<file path="src/rtl/game_pkg.sv">
// Shared types and constants for the foosball match sequencer.
// Goal codes double as winner codes: 01 = our side, 10 = opponent.
package game_pkg;

  typedef enum logic [2:0] {
    IDLE,
    PLAY,
    GOAL_PULSE,
    CELEBRATE,
    RESET_BALL,
    KICKOFF,
    GAME_OVER
  } match_state_t;

  localparam logic [1:0] GOAL_OURS = 2'b01;
  localparam logic [1:0] GOAL_OPP  = 2'b10;
  localparam logic [1:0] GOAL_NONE = 2'b00;

  // Simultaneous detection on both sides (11) is treated as noise, not a goal.
  function automatic logic is_goal(input logic [1:0] g);
    return (g == GOAL_OURS) || (g == GOAL_OPP);
  endfunction

  function automatic int max_int(input int a, input int b);
    return (a > b) ? a : b;
  endfunction

endpackage

</file>
<file path="src/rtl/frame_timer.sv">
// Frame-tick counter shared by the celebration pause and the kickoff countdown.
// Held at zero while disabled; saturates at 'last' instead of wrapping.
module frame_timer #(
  parameter int CTR_W = 7
) (
  input  logic             clk,
  input  logic             resetN,
  input  logic             enable,
  input  logic             tick,
  input  logic [CTR_W-1:0] last,
  output logic             done
);

  logic [CTR_W-1:0] cnt_reg;

  always_ff @(posedge clk or negedge resetN) begin
    if (!resetN) begin
      cnt_reg <= '0;
    end else if (!enable) begin
      cnt_reg <= '0;
    end else if (tick && (cnt_reg != last)) begin
      cnt_reg <= cnt_reg + 1'b1;
    end
  end

  // The frame that lands on 'last' completes the interval, so N=1 means one frame.
  assign done = enable && tick && (cnt_reg == last);

endmodule

</file>
<file path="src/rtl/match_flow_ctrl.sv">
// Match flow sequencer: goal pulses, celebration freeze, ball re-spawn,
// kickoff countdown and game-over detection. All outputs are registered.
module match_flow_ctrl
  import game_pkg::*;
#(
  parameter int PAUSE_FRAMES   = 120,
  parameter int KICKOFF_FRAMES = 30,
  parameter int WIN_SCORE      = 5,
  parameter int SCORE_W        = 8
) (
  input  logic               clk,
  input  logic               resetN,
  input  logic               startOfFrame,
  input  logic               startBtn,
  input  logic [1:0]         goalDetect,
  input  logic [SCORE_W-1:0] ourScore,
  input  logic [SCORE_W-1:0] oppScore,
  output logic [1:0]         goalWasScored,
  output logic               freezePlay,
  output logic               ballResetN,
  output logic               celebrate,
  output logic               gameOver,
  output logic [1:0]         winner
);

  localparam int CTR_W = $clog2(max_int(PAUSE_FRAMES, KICKOFF_FRAMES) + 1);
  localparam logic [CTR_W-1:0]   PAUSE_LAST   = CTR_W'(PAUSE_FRAMES - 1);
  localparam logic [CTR_W-1:0]   KICKOFF_LAST = CTR_W'(KICKOFF_FRAMES - 1);
  localparam logic [SCORE_W-1:0] WIN_LEVEL    = SCORE_W'(WIN_SCORE);

  match_state_t     state_reg;
  logic [1:0]       captured_reg;
  logic             freeze_reg;
  logic             ball_reset_n_reg;
  logic             celebrate_reg;
  logic             game_over_reg;
  logic [1:0]       winner_reg;

  logic             timer_enable;
  logic [CTR_W-1:0] timer_last;
  logic             timer_done;

  // Leaving a timed state always passes through an untimed one, which clears the count.
  assign timer_enable = (state_reg == CELEBRATE) || (state_reg == KICKOFF);
  assign timer_last   = (state_reg == CELEBRATE) ? PAUSE_LAST : KICKOFF_LAST;

  frame_timer #(
    .CTR_W (CTR_W)
  ) u_frame_timer (
    .clk    (clk),
    .resetN (resetN),
    .enable (timer_enable),
    .tick   (startOfFrame),
    .last   (timer_last),
    .done   (timer_done)
  );

  always_ff @(posedge clk or negedge resetN) begin
    if (!resetN) begin
      state_reg        <= IDLE;
      captured_reg     <= GOAL_NONE;
      freeze_reg       <= 1'b1;
      ball_reset_n_reg <= 1'b1;
      celebrate_reg    <= 1'b0;
      game_over_reg    <= 1'b0;
      winner_reg       <= GOAL_NONE;
    end else begin
      ball_reset_n_reg <= 1'b1;
      case (state_reg)
        IDLE: begin
          freeze_reg <= 1'b1;
          if (startBtn) begin
            state_reg        <= RESET_BALL;
            ball_reset_n_reg <= 1'b0;
          end
        end
        RESET_BALL: begin
          state_reg <= KICKOFF;
        end
        KICKOFF: begin
          if (timer_done) begin
            state_reg  <= PLAY;
            freeze_reg <= 1'b0;
          end
        end
        PLAY: begin
          // The captured code is itself the one-cycle pulse to the score block.
          if (is_goal(goalDetect)) begin
            state_reg    <= GOAL_PULSE;
            captured_reg <= goalDetect;
            freeze_reg   <= 1'b1;
          end
        end
        GOAL_PULSE: begin
          state_reg     <= CELEBRATE;
          captured_reg  <= GOAL_NONE;
          celebrate_reg <= 1'b1;
        end
        CELEBRATE: begin
          if (timer_done) begin
            celebrate_reg <= 1'b0;
            if (ourScore >= WIN_LEVEL) begin
              state_reg     <= GAME_OVER;
              game_over_reg <= 1'b1;
              winner_reg    <= GOAL_OURS;
            end else if (oppScore >= WIN_LEVEL) begin
              state_reg     <= GAME_OVER;
              game_over_reg <= 1'b1;
              winner_reg    <= GOAL_OPP;
            end else begin
              state_reg        <= RESET_BALL;
              ball_reset_n_reg <= 1'b0;
            end
          end
        end
        GAME_OVER: begin
          freeze_reg    <= 1'b1;
          game_over_reg <= 1'b1;
        end
        default: begin
          state_reg     <= IDLE;
          captured_reg  <= GOAL_NONE;
          freeze_reg    <= 1'b1;
          celebrate_reg <= 1'b0;
          game_over_reg <= 1'b0;
          winner_reg    <= GOAL_NONE;
        end
      endcase
    end
  end

  assign goalWasScored = captured_reg;
  assign freezePlay    = freeze_reg;
  assign ballResetN    = ball_reset_n_reg;
  assign celebrate     = celebrate_reg;
  assign gameOver      = game_over_reg;
  assign winner        = winner_reg;

endmodule

</file>
<file path="config.mk">
export PLATFORM = sky130hd
export DESIGN_NAME = match_flow_ctrl
export DESIGN_NICKNAME = d
export VERILOG_FILES = /design/src/rtl/game_pkg.sv /design/src/rtl/frame_timer.sv /design/src/rtl/match_flow_ctrl.sv
export SDC_FILE = /design/constraint.sdc
export NUM_CORES = 1
export LEC_CHECK = 0
export ABC_AREA = 1
export ABC_CLOCK_PERIOD_IN_PS = 2900
export CAP_MARGIN = 20
export CELL_PAD_IN_SITES_DETAIL_PLACEMENT = 2
export CELL_PAD_IN_SITES_GLOBAL_PLACEMENT = 2
export CORE_MARGIN = 2
export CORE_UTILIZATION = 29
export DETAILED_ROUTE_END_ITERATION = 6
export GPL_ROUTABILITY_DRIVEN = 0
export PLACE_DENSITY = 0.82
export SLEW_MARGIN = 20
export SYNTH_ARGS = -nofsm -noshare
export SYNTH_HDL_FRONTEND = slang
export SYNTH_SLANG_ARGS = --single-unit
</file>
<file path="constraint.sdc">
create_clock -name clk -period 2.9 [get_ports clk]
set_input_delay 0.435 -clock clk [delete_from_list [all_inputs] [get_ports clk]]
set_output_delay 0.435 -clock clk [all_outputs]
set_load 0.03 [all_outputs]
</file>
Yosys cells after proc, flatten, opt, wreduce, memory -nomap -nowiden
Index checks and enable logic that the tools add are counted.
{"block": "word_totals", "register_bits": 18, "out_inout_bits": 8}
{"block": "classes", "n_addsub": 1, "n_lt_le_gt_ge": 2, "n_eq_ne": 16, "n_mux": 29, "bitwise_logic": 6, "n_reduce_logical": 17}
{"op": "$mux W7", "n": 3}
{"op": "$pmux W3 S7", "n": 1}
{"op": "$ge A8 B3 Y1 const B", "n": 2}
{"op": "$reduce_or A5 Y1", "n": 3}
{"op": "$mux W2", "n": 6}
{"op": "$mux W3", "n": 4}
{"op": "$ne A2 B2 Y1 const B", "n": 5}
{"op": "$eq A3 B3 Y1 const B", "n": 3}
{"op": "$mux W1", "n": 9}
{"op": "$pmux W1 S3", "n": 3}
{"op": "$reduce_and A3 Y1", "n": 3}
{"op": "$pmux W2 S2", "n": 2}
{"op": "$add A7 B1 Y7 const B", "n": 1}
{"op": "$eq A7 B7 Y1", "n": 1}
{"op": "$ne A7 B7 Y1", "n": 1}
{"op": "$eq A3 B2 Y1 const B", "n": 2}
{"op": "$not A1 Y1", "n": 6}
{"op": "$reduce_or A6 Y1", "n": 1}
{"op": "$reduce_and A5 Y1", "n": 1}
{"op": "$reduce_and A2 Y1", "n": 2}
{"op": "$eq A3 B1 Y1 const B", "n": 1}
{"op": "$logic_and A1 B1 Y1", "n": 3}
{"op": "$logic_not A3 Y1", "n": 1}
{"op": "$ne A3 B1 Y1 const B", "n": 1}
{"op": "5 further kinds", "n": 6}

Depth between registers and ports, before layout
{"block": "depth", "word_depth": 6, "ltp_mapped": 12}

By module
From an unflattened synthesis, not the netlist that was laid out.
{"block": "unflattened", "cells_unflattened": 211, "hier_area_um2": 1402.6}
{"module": "match_flow_ctrl", "instances": 1, "cells_per_inst": 111, "area_per_inst_um2": 799.5}
{"module": "frame_timer", "instances": 1, "cells_per_inst": 100, "area_per_inst_um2": 603.1}

Least setup slack after synthesis
Ideal clock, no wire load.
{"block": "synth_path", "path_kind": "register to register", "from": "register state_reg[0]", "to": "register winner_reg[0], in the netlist winner[0]", "setup_time_ns": 0.118, "t_arrival_ns": 1.339, "path_slack_ns": 1.443, "path_stages_with_launch": 13, "path_buffers": 2, "period_less_slack_ns": 1.457, "path_cell_list": "dfrtp_1 > buf_4 > nand2_4 > inv_4 > nand2_4 > nand2_1 > nand2_2 > nand4_2 > nand2_2 > buf_6 > nand3_2 > nand2_1 > nand2_1"}
{"block": "synth_via", "elab_chain_cells": 6, "elab_cells_between_ends": 18, "classes_between": "9 x eq/ne; 2 x mux; 1 x bitwise; 6 x reduce/logical"}
{"item": "start: declaration", "line": "match_flow_ctrl.sv:31", "rtl": "match_state_t state_reg;"}
{"item": "start signal: assignment", "line": "match_flow_ctrl.sv:60", "rtl": "state_reg <= IDLE;"}
{"item": "start signal: assignment", "line": "match_flow_ctrl.sv:73", "rtl": "state_reg <= RESET_BALL;"}
{"item": "start signal: assignment", "line": "match_flow_ctrl.sv:78", "rtl": "state_reg <= KICKOFF;"}
{"item": "$eq A3 B2 Y1 or $eq A3 B3 Y1 (tied branches)", "line": "match_flow_ctrl.sv:44, match_flow_ctrl.sv:45, match_flow_ctrl.sv:69"}
{"item": "$mux W7 or $logic_or A1 B1 Y1 (tied branches)", "line": "match_flow_ctrl.sv:45, match_flow_ctrl.sv:44"}
{"item": "$eq A7 B7 Y1 or $logic_and A1 B1 Y1 (tied branches)", "line": "frame_timer.sv:27", "rtl": "assign done = enable && tick && (cnt_reg == last);"}
{"item": "$logic_and A1 B1 Y1", "line": "frame_timer.sv:27"}
{"item": "$ne A2 B2 Y1 (no source line)"}
{"item": "$reduce_and A3 Y1 (no source line)"}
{"item": "end signal: assignment", "line": "match_flow_ctrl.sv:66", "rtl": "winner_reg <= GOAL_NONE;"}
{"item": "end signal: assignment", "line": "match_flow_ctrl.sv:105", "rtl": "winner_reg <= GOAL_OURS;"}
{"item": "end signal: assignment", "line": "match_flow_ctrl.sv:109", "rtl": "winner_reg <= GOAL_OPP;"}
{"item": "end: declaration", "line": "match_flow_ctrl.sv:37", "rtl": "logic [1:0] winner_reg;"}
Several ways; a longest one is shown, not always the timed one.
A chain may end at the register's enable or synchronous reset.

Worst setup path in the final report
{"block": "layout_path", "from": "register state_reg[2]", "to": "register state_reg[2]"}
{"block": "layout_via", "elab_chain_cells": 6, "elab_cells_between_ends": 19, "classes_between": "11 x eq/ne; 2 x mux; 1 x bitwise; 5 x reduce/logical"}
{"item": "$eq A3 B2 Y1 or $eq A3 B3 Y1 (tied branches)", "line": "match_flow_ctrl.sv:44, match_flow_ctrl.sv:45, match_flow_ctrl.sv:69"}
{"item": "$mux W7 or $logic_or A1 B1 Y1 (tied branches)", "line": "match_flow_ctrl.sv:45, match_flow_ctrl.sv:44"}
{"item": "$eq A7 B7 Y1 or $logic_and A1 B1 Y1 (tied branches)", "line": "frame_timer.sv:27"}
{"item": "$logic_and A1 B1 Y1", "line": "frame_timer.sv:27"}
{"item": "$ne A2 B2 Y1 (no source line)"}
{"item": "$reduce_and A5 Y1 (no source line)"}
Several ways; a longest one is shown, not always the timed one.

==> results.sh <==
export IMPL_status="finished, final reports clean"
export IMPL_grt_ovfl_total=0
export IMPL_io_buffers=29
export IMPL_p_total_mw=1.22
export IMPL_io_pins=30
export IMPL_syn_cell_area_um2=1190
export IMPL_hpwlAfterDp_um=2850
export IMPL_synth_warnings=0
export IMPL_share_comb_of_total_power=0.509
export IMPL_pwr_share_seq=0.341
export IMPL_switchingPower_mw=0.563
export IMPL_gr_usage_met2=0.305
export IMPL_grt_pass1_vias=1331
export IMPL_ctsResizeCount=0
export IMPL_synth_edf_count=0
export IMPL_insertion_delay_ns=0.25
export IMPL_cp_end_kind="register"
export IMPL_worstReg2RegStart="state_reg[2]"
export IMPL_final_common_cell="nand2_1"
export IMPL_netlist_cell_type_count=28
export IMPL_start_util=0.299
export IMPL_r2r_slack_ns=0.95
export IMPL_grt_pass1_wl_um=5990
export IMPL_num_antenna_cells=0
export IMPL_regArea_um2=453
export IMPL_synth_top_area_share=0.337
export IMPL_clock_skew_ns=0.00194
export IMPL_setup_tns_ns=0
export IMPL_grt_usage=0.171
export IMPL_hold_violations=0
export IMPL_endpoint="state_reg[2]"
export IMPL_max_slew_margin_rel=0.405
export IMPL_crit_start="state_reg[2]"
export IMPL_rr_endpoint="state_reg[2]"
export IMPL_max_freq_mhz=512
export IMPL_numClockSinks=18
export IMPL_firstDrtPassIters=4
export IMPL_postCtsSetupRepairBufs=0
export IMPL_ir_drop_v=0.000345
export IMPL_cts_tree="done"
export IMPL_routed_via_density=5.08
export IMPL_grt_antenna_before_repair=0
export IMPL_synth_top_cell_by_area="dfrtp_1"
export IMPL_synthFlopType="dfrtp_1"
export IMPL_period_minus_slack_ns=1.95
export IMPL_ys_ff_latch=18
export IMPL_startpoint_type="register"
export IMPL_holdWs_ns=0.473
export IMPL_fin_crit_sh=0.673
export IMPL_busiest_layer="met2"
export IMPL_grt_max_degree=19
export IMPL_synthesis_nets=181
export IMPL_ant_nets=0
export IMPL_core_um2=3970
export IMPL_cts_path_max_buffers=2
export IMPL_syn_avg_cell_area_um2=7.52
export IMPL_p_sw_frac=0.462
export IMPL_numCtsBuffers=3
export IMPL_slew_violations=0
export IMPL_clkSlewWorstSetupHoldPaths_ns=0.07
export IMPL_grt_use_met1=0.208
export IMPL_dieArea_um2=4620
export IMPL_worstPathRequired_ns=3.05
export IMPL_drv_cap=0
export IMPL_ys_seq_area_frac=0.381
export IMPL_drive_gt1_frac=0.108
export IMPL_row_count=23
export IMPL_hold_buffers=0
export IMPL_layout_common_cells="nand2_1, clkdlybuf4s50_1, inv_1, nor2_1, dfrtp_1"
export IMPL_p_int_mw=0.656
export IMPL_vias=1198
export IMPL_cts_root_buf="clkbuf_8"
export IMPL_synth_cells=158
export IMPL_fp_dieW_um=68.0
export IMPL_arrival_ns=2.10
export IMPL_cp_max_fo=11
export IMPL_worstHoldPathType="reg -> reg"
export IMPL_drc_errors=0
export IMPL_htree_levels=1
export IMPL_async_flop_share=1.00
export IMPL_clockPowerShare=0.150
export IMPL_largest_reg_flops=7
export IMPL_crit_type="reg -> reg"
export IMPL_multi_input_comb_area_um2=616
export IMPL_initialDrtViolationCount=15
export IMPL_synthToLayoutAreaGrowth_pct=29.7
export IMPL_power_density_nw_per_um2=791
export IMPL_drt_wl_total_um=3640
export IMPL_wl_per_cell_um=15.4
export IMPL_setup_viol=0
export IMPL_r2r_cells=9
export IMPL_fillers=465
export IMPL_grt_use_met3=0.0247
export IMPL_nets=210
export IMPL_tightest_slew_ns=0.890
export IMPL_utilization=0.388
export IMPL_rsz0062_at_grt="no"
export IMPL_leakagePower_nw=0.688
export IMPL_die_h_um=68.0
export IMPL_synthTopCellsByArea="dfrtp_1, nand2_1, nand4_1, inv_1, nor2_1"
[power by group through the flow]
| stage | logic [mW] | clock network (mW) | registers (mW) |
|---|---|---|---|
| detailed placement | 0.620 | 0 | 0.421 |
| global route | 0.698 | 0.203 | 0.430 |
| CTS | 0.630 | 0.196 | 0.416 |
| floorplan | 0.401 | 0 | 0.451 |
| global placement | 0.596 | 0 | 0.417 |
| finish | 0.620 | 0.183 | 0.415 |
[metal layers]
metal | share of wire | up-vias
li1 | - | 582
met1 | 0.44 | 578
met2 | 0.49 | 31
met3 | 0.052 | 7
met4 | 0.016 | 0
met5 | 0 | -
[final cells by class]
type | instances | area share
flip-flops and latches | 18 | 0.294
repair buffers | 29 | 0.188
clock buffers | 4 | 0.0292
well taps | 50 | 0.0406
inverters | 19 | 0.0479
multi-input cells | 116 | 0.400
[worst max-delay path, cell delays in order, from the launching register on]
cell and delay [ns]:
dfrtp_1 0.60, inv_1 0.21, nand2_4 0.17, nand2_1 0.08
nand2_2 0.08, nand4_2 0.13, nand2_2 0.24, nand3_1 0.17
nand2_1 0.10, nand2_1 0.06
[through the flow]
step	std cells	setup slack, ns	cell area [µm²]
5_1_grt	236	0.804	1540
3_5_place_dp	232	1.00	1500
3_3_place_gp	232	1.02	1500
6_report	236	0.948	1540
4_1_cts	236	0.973	1540
2_1_floorplan	158	1.44	1190
[worst min path at each step]
stage,from,to,slack (ns),cells after the start
2_1_floorplan,resetN,celebrate,0.14,0
3_3_place_gp,gameOver,gameOver,0.46,2
3_5_place_dp,celebrate,celebrate,0.46,2
4_1_cts,celebrate,celebrate,0.48,2
5_1_grt,celebrate,celebrate,0.53,2
6_report,celebrate,celebrate,0.47,2
[synthesized netlist by cell type, types with 2 or more instances]
| cell type | count |
|---|---|
| nand3b_1 | 2 |
| buf_4 | 3 |
| nor3_1 | 2 |
| nand2_1 | 37 |
| inv_1 | 17 |
| nor2_1 | 17 |
| nand4_1 | 11 |
| nand3_1 | 10 |
| a21oi_1 | 3 |
| dfrtp_1 | 16 |
| dfstp_2 | 2 |
| nand3_2 | 3 |
| o21ai_0 | 5 |
| o31ai_1 | 2 |
| o21a_1 | 2 |
| nand2_2 | 4 |
| buf_6 | 2 |
| o21ai_1 | 9 |
| nand2_4 | 2 |
[cell families (layout without fill, tap and decap cells)]
kind of cell / count (synthesis) / after routing / synth area share
AO/OA/AOI/OAI: 24 / 24 / 0.125
adder cells (fa/ha/maj): 1 / 1 / 0.0105
buffers and inverters: 24 / 52 / 0.100
flip-flops: 18 / 18 / 0.381
AND/OR/NAND/NOR: 91 / 91 / 0.383
(Power assumes the default switching activity.)
